--- config.mk ---
export PLATFORM = sky130hd
export DESIGN_NAME = pc_stacked_flat
export DESIGN_NICKNAME = d
export VERILOG_FILES = /design/src/rtl/pc_stacked_if.sv /design/src/rtl/pc_stacked.sv /design/src/flat_wrapper.sv
export SDC_FILE = /design/constraint.sdc
export NUM_CORES = 1
export LEC_CHECK = 0
export BUFFER_PORTS_ARGS = -buffer_cell sky130_fd_sc_hd__buf_2
export CAP_MARGIN = 40
export CORE_AREA = 5 5 98 100
export DETAILED_ROUTE_END_ITERATION = 16
export DIE_AREA = 0 0 103 105
export HOLD_SLACK_MARGIN = 0.1
export PLACE_DENSITY = 0.7
export SLEW_MARGIN = 5
export SYNTH_ARGS = -nofsm -noshare
export SYNTH_HDL_FRONTEND = slang
export SYNTH_SLANG_ARGS = --single-unit
--- constraint.sdc ---
create_clock -name clk -period 3.6 [get_ports clk]
set_input_delay 0.18 -clock clk [delete_from_list [all_inputs] [get_ports clk]]
set_output_delay 0.18 -clock clk [all_outputs]
set_load 0.02 [all_outputs]
--- src/rtl/pc_stacked_if.sv ---
// rtl/pc_stacked_if.sv - control/data bundle between the decoder and pc_stacked
//
// Ports (as seen from the counter, modport slave):
//   D            in  8      data bus: jump target low byte and staged high bytes
//   _pchitmp_in  in  1      active-low, shift D into HITMP
//   _pclo_in     in  1      active-low, load PC[7:0] from D
//   _pc_in       in  1      active-low, unconditional jump
//   _pcc_in      in  1      active-low, jump when cond is set
//   cond         in  1      condition flag for _pcc_in
//   _call        in  1      active-low, jump and push return address
//   _ret         in  1      active-low, pop return address into PC
//   _hold        in  1      active-low, stall PC and stack
//   PC           out WIDTH  current instruction address
//   stk_empty    out 1      stack holds no entries
//   stk_full     out 1      stack holds DEPTH entries
//   stk_err      out 1      sticky overflow/underflow flag
interface pc_stacked_if #(
    parameter int WIDTH = 16
);
    logic [7:0]       D;
    logic             _pchitmp_in;
    logic             _pclo_in;
    logic             _pc_in;
    logic             _pcc_in;
    logic             cond;
    logic             _call;
    logic             _ret;
    logic             _hold;
    logic [WIDTH-1:0] PC;
    logic             stk_empty;
    logic             stk_full;
    logic             stk_err;

    modport master (
        output D, _pchitmp_in, _pclo_in, _pc_in, _pcc_in, cond, _call, _ret, _hold,
        input  PC, stk_empty, stk_full, stk_err
    );

    modport slave (
        input  D, _pchitmp_in, _pclo_in, _pc_in, _pcc_in, cond, _call, _ret, _hold,
        output PC, stk_empty, stk_full, stk_err
    );
endinterface

--- src/rtl/pc_stacked.sv ---
// rtl/pc_stacked.sv - parametrised program counter with staged high bytes and return stack
//
// Ports:
//   clk   in  1   rising-edge clock
//   _MR   in  1   master reset, asynchronous, active-low
//   bus   slave   pc_stacked_if: strobes, data bus, PC and stack status
//
// Parameters:
//   WIDTH  PC width in bits, multiple of 8, at least 16
//   DEPTH  number of return-address stack entries, at least 1
module pc_stacked #(
    parameter int WIDTH = 16,
    parameter int DEPTH = 4
) (
    input  logic         clk,
    input  logic         _MR,
    pc_stacked_if.slave  bus
);
    localparam int HW  = WIDTH - 8;
    localparam int SPW = $clog2(DEPTH + 1);

    logic [WIDTH-1:0] pc_q;
    logic [WIDTH-1:0] pc_d;
    logic [WIDTH-1:0] pc_inc;
    logic [WIDTH-1:0] target;
    logic [HW-1:0]    hitmp_q;
    logic [HW-1:0]    hitmp_shift;
    logic [SPW-1:0]   sp_q;
    logic [SPW-1:0]   sp_d;
    logic [WIDTH-1:0] stk_q [DEPTH];
    logic             err_q;
    logic             err_d;
    logic             push;
    logic             pop;
    logic             empty_w;
    logic             full_w;

    // HITMP shifts a byte in from the bottom; at WIDTH=16 it holds exactly one byte.
    if (HW == 8) begin : g_hi_load
        assign hitmp_shift = bus.D;
    end else begin : g_hi_shift
        assign hitmp_shift = {hitmp_q[HW-9:0], bus.D};
    end

    // Jumps use the HITMP value held before this edge.
    assign target  = {hitmp_q, bus.D};
    assign pc_inc  = pc_q + WIDTH'(1);
    assign empty_w = (sp_q == '0);
    assign full_w  = (sp_q == SPW'(DEPTH));

    // Strict priority: hold > ret > call > pc_in > pcc_in > pclo_in > increment.
    always_comb begin
        pc_d  = pc_q;
        sp_d  = sp_q;
        err_d = err_q;
        push  = 1'b0;
        pop   = 1'b0;
        if (!bus._hold) begin
            pc_d = pc_q;
        end else if (!bus._ret) begin
            if (!empty_w) begin
                pc_d = stk_q[0];
                pop  = 1'b1;
                sp_d = sp_q - SPW'(1);
            end else begin
                pc_d  = pc_inc;
                err_d = 1'b1;
            end
        end else if (!bus._call) begin
            pc_d = target;
            if (!full_w) begin
                push = 1'b1;
                sp_d = sp_q + SPW'(1);
            end else begin
                err_d = 1'b1;
            end
        end else if (!bus._pc_in) begin
            pc_d = target;
        end else if (!bus._pcc_in) begin
            pc_d = bus.cond ? target : pc_inc;
        end else if (!bus._pclo_in) begin
            pc_d = {pc_q[WIDTH-1:8], bus.D};
        end else begin
            pc_d = pc_inc;
        end
    end

    always_ff @(posedge clk or negedge _MR) begin
        if (!_MR) begin
            pc_q    <= '0;
            hitmp_q <= '0;
            sp_q    <= '0;
            err_q   <= 1'b0;
        end else begin
            pc_q  <= pc_d;
            sp_q  <= sp_d;
            err_q <= err_d;
            // HITMP loads independently of hold and of every PC action.
            if (!bus._pchitmp_in) begin
                hitmp_q <= hitmp_shift;
            end
        end
    end

    // Stack as a shift register with the top at entry 0, so no SP-indexed
    // addressing is needed. Contents need no reset; SP alone says what is valid.
    always_ff @(posedge clk) begin
        if (_MR) begin
            if (push) begin
                stk_q[0] <= pc_inc;
                for (int i = 1; i < DEPTH; i++) begin
                    stk_q[i] <= stk_q[i-1];
                end
            end else if (pop) begin
                for (int i = 0; i < DEPTH - 1; i++) begin
                    stk_q[i] <= stk_q[i+1];
                end
            end
        end
    end

    assign bus.PC        = pc_q;
    assign bus.stk_empty = empty_w;
    assign bus.stk_full  = full_w;
    assign bus.stk_err   = err_q;
endmodule

--- src/flat_wrapper.sv ---
// flat-port wrapper written by rule: the top's interface ports become plain ports
module pc_stacked_flat 
#(
    parameter int WIDTH = 16,
    parameter int DEPTH = 4
)
  (clk, _MR, bus_D, bus__pchitmp_in, bus__pclo_in, bus__pc_in, bus__pcc_in, bus_cond, bus__call, bus__ret, bus__hold, bus_PC, bus_stk_empty, bus_stk_full, bus_stk_err);
  pc_stacked_if #(.WIDTH(WIDTH)) bus_i ();
  input  logic clk;
  input  logic _MR;
  input wire logic [$bits(bus_i.D)-1:0] bus_D;
  input wire logic [$bits(bus_i._pchitmp_in)-1:0] bus__pchitmp_in;
  input wire logic [$bits(bus_i._pclo_in)-1:0] bus__pclo_in;
  input wire logic [$bits(bus_i._pc_in)-1:0] bus__pc_in;
  input wire logic [$bits(bus_i._pcc_in)-1:0] bus__pcc_in;
  input wire logic [$bits(bus_i.cond)-1:0] bus_cond;
  input wire logic [$bits(bus_i._call)-1:0] bus__call;
  input wire logic [$bits(bus_i._ret)-1:0] bus__ret;
  input wire logic [$bits(bus_i._hold)-1:0] bus__hold;
  output wire logic [$bits(bus_i.PC)-1:0] bus_PC;
  output wire logic [$bits(bus_i.stk_empty)-1:0] bus_stk_empty;
  output wire logic [$bits(bus_i.stk_full)-1:0] bus_stk_full;
  output wire logic [$bits(bus_i.stk_err)-1:0] bus_stk_err;
  assign bus_i.D = bus_D;
  assign bus_i._pchitmp_in = bus__pchitmp_in;
  assign bus_i._pclo_in = bus__pclo_in;
  assign bus_i._pc_in = bus__pc_in;
  assign bus_i._pcc_in = bus__pcc_in;
  assign bus_i.cond = bus_cond;
  assign bus_i._call = bus__call;
  assign bus_i._ret = bus__ret;
  assign bus_i._hold = bus__hold;
  assign bus_PC = bus_i.PC;
  assign bus_stk_empty = bus_i.stk_empty;
  assign bus_stk_full = bus_i.stk_full;
  assign bus_stk_err = bus_i.stk_err;
  pc_stacked #(.WIDTH(WIDTH), .DEPTH(DEPTH)) u_core (.clk(clk), ._MR(_MR), .bus(bus_i));
endmodule
==> metrics <==
status finished, final reports clean; via/cell ratio between 5 and 6; Crit path max-delay family simple AND/OR/NAND/NOR gates; final worst clock skew ~0.0090 ns; area of all sequential standard cells around 2600 sq um; Buffers & Inverters on Critical Path 2; highest-delay cell along the critical path sky130_fd_sc_hd__buf_4; number of max-cap violations 0; number of clock buffers inserted by TritonCTS 9; kind of start point of the critical path flop; Crit Path Class reg2reg; Max transition margin 0.592; IO buf count 36; mean post-synth cell area about 11 sq um; Leak Pwr 1.95 nW; starting utilization of the core area 0.524; Post-DRT Antenna Nets 0; Worst setup EP type flop; ratio of final minimum period to clock period 0.658; setup repair after global routing missed its margin false; core occupancy in the finished layout 0.587; first-pass detailed-route iteration total 5; EDFF count, synth 64; power after layout around 2.9 mW; total standard cell area after synthesis 4510 sq um; cell row count 34; most used flip-flop cell after synthesis sky130_fd_sc_hd__edfxtp_1; largest net degree at the start of global routing between 50 and 60; All-Layer GR Usage 0.198; final weighted congestion of routability-driven global placement ~0.86; critical path required time between 3 and 4 ns; min cycle time layout 2.37 ns; commonest non-fill, non-tap cell in the layout sky130_fd_sc_hd__nand2_1; Core ar. between 8000 and 9000 sq um; CTS tree yes; synth unique cells between 50 and 60; max frequency between 0.4 and 0.5 GHz; worst IR drop on VDD ~0.00033 V; vias post-DR between 3,000 and 4,000; sequential area share after synthesis 0.582; Worst Path Arrival approximately 2.4 ns; wire length after detailed routing 9870 um; total power density per cell area around 570 nW/um^2; global route total overflow 0; die footprint between 10,000 and 15,000 sq um; Final setup violation count 0; commonest cells after routing, fill and taps aside sky130_fd_sc_hd__nand2_1, sky130_fd_sc_hd__edfxtp_1, sky130_fd_sc_hd__buf_2, sky130_fd_sc_hd__dfrtp_1, sky130_fd_sc_hd__o21ai_0; post-route setup slack about 1.2 ns; net count after synthesis roughly 450; Routed WL per cell 17.1 um; H-Tree Depth 3; post-place setup slack approximately 1.3 ns; Total Neg Setup Slack 0 ns; yosys synthesis warning count 0; cell occurring most often along the worst timing path sky130_fd_sc_hd__nor2_4; die boundary width slightly above 100 um; clock sink count 92; max-slew violations 0; worst hold slack 0.210 ns; vias in the first global route between 3,000 and 4,000; Diodes inserted 0; Hold Buf Count CTS 9; maximum count of clock buffers along a single path 2; Reg clk slew, reported paths around 0.10 ns; clock root buffer sky130_fd_sc_hd__clkbuf_8; Starting DRT DRC Count around 240; overall die height 105 um; post-cts resize count 0; number of hold violations in the final report 0; global-route wire length before repair about 17,000 um; critical path cell sequence or3_1, inv_6, nor2_4, o21ai_2, nor2_4, buf_4; peak fanout along the critical path 48; growth of design area from synthesis to finish 12.0%; clk_lat worst skew around 0.37 ns; Async SR Flop Fraction 0.304; delay contributed by the slowest stage of the critical path 0.50 ns; share of post-route cells with drive strength above 1 0.170; footprint of the multi-input gates ~1700 sq um; count of boundary I/O pins 37; number of antenna violations at the first check in global routing 0; nets 485; Least-Margin Pin Slew ~0.61 ns; synthesized flop and latch total about 90; Remaining DRCs 0; hpwl dp around 6700 um; filler instances ~750; count of mapped cells out of synthesis ~430; kind of path behind the tightest hold check in2reg; buffer count from post-CTS setup fixing 0
[final cells by class]
cell class / count / share of cell area
sequential: 92 / 0.520
multi-input combinational: 307 / 0.344
timing repair buffer: 51 / 0.0625
tap: 108 / 0.0268
clock buffer: 9 / 0.0245
clock inverter: 7 / 0.0183
inverter: 4 / 0.00397
[stage by stage]
step	cells	cell area [sq um]
after floorplan	428	4510
after global placement	553	4740
after detailed placement	553	4740
after CTS	578	5050
after global routing	578	5050
final	578	5050
[logic make-up (layout without fill, tap and decap cells)]
group,after synthesis,count (layout),share of synthesized area
adder cells (fa/ha/maj),2,2,0.00722
AND/OR/NAND/NOR,195,195,0.193
XOR/XNOR,15,15,0.0292
buffers and inverters,29,71,0.0353
AO/OA/AOI/OAI,86,86,0.131
multiplexers,9,9,0.0225
flip-flops,92,92,0.582
[state kept, by name (all words and copies together) (netlist names)]
name / count
u_core.bus.PC: 16
u_core.bus.stk_err: 1
u_core.hitmp_q: 8
u_core.sp_q: 3
u_core.stk_q: 64
[per-layer routing]
| layer | up-vias | GRT usage | part of all wire |
|---|---|---|---|
| li1 | 1609 | - | - |
| met1 | 1575 | 0.296 | 0.45 |
| met2 | 134 | 0.277 | 0.44 |
| met3 | 13 | 0.0540 | 0.080 |
| met4 | 0 | 0.0694 | 0.025 |
| met5 | - | 0 | 0 |
[where the power goes]
group          leakage [nW]  internal, mW  switching [mW]
Clock                 0.109         0.339           0.409
Combinational         0.913         0.262           0.425
Sequential            0.923          1.30           0.157
Total                  1.95          1.90           0.991
[Yosys cell counts (all sizes together) (2+ instances only)]
cell type  count  area, sq um
nand2        130          490
edfxtp        64         1920
dfrtp         28          701
o21ai         26          134
nor2          20         90.1
buf           18          113
nand3         16         80.1
a21oi         12         71.3
xnor2         11         96.3
a22o          10         87.6
mux2           9          101
a22oi          8         60.1
clkbuf         7         26.3
o31ai          7         57.6
nor3           6         41.3
inv            4         20.0
o22ai          4         25.0
or3            4         25.0
xor2           4         35.0
and3           3         18.8
nand4          3         18.8
o2111ai        3         26.3
a31oi          2         12.5
and2           2         12.5
and4           2         17.5
nor2b          2         12.5
nor3b          2         15.0
o211ai         2         15.0
o21a           2         15.0
o221ai         2         17.5
or2            2         12.5
[path summary, 6_finish.rpt]
check | start | endpoint | slack, ns | cells past startpoint
max | u_core.sp_q[0] | u_core.stk_q[1][9] | 1.23 | 6
min | bus__pchitmp_in | u_core.hitmp_q[5] | 0.21 | 2
max reg2reg | u_core.sp_q[0] | u_core.stk_q[1][9] | 1.23 | 6
min reg2reg | u_core.stk_q[2][0] | u_core.stk_q[3][0] | 0.46 | 0
max in group asynchronous | _MR | u_core.bus.PC[7] | 2.96 | 3
min in group asynchronous | _MR | u_core.bus.PC[14] | 0.35 | 3
Note: power is estimated with default switching activity, not from simulation.
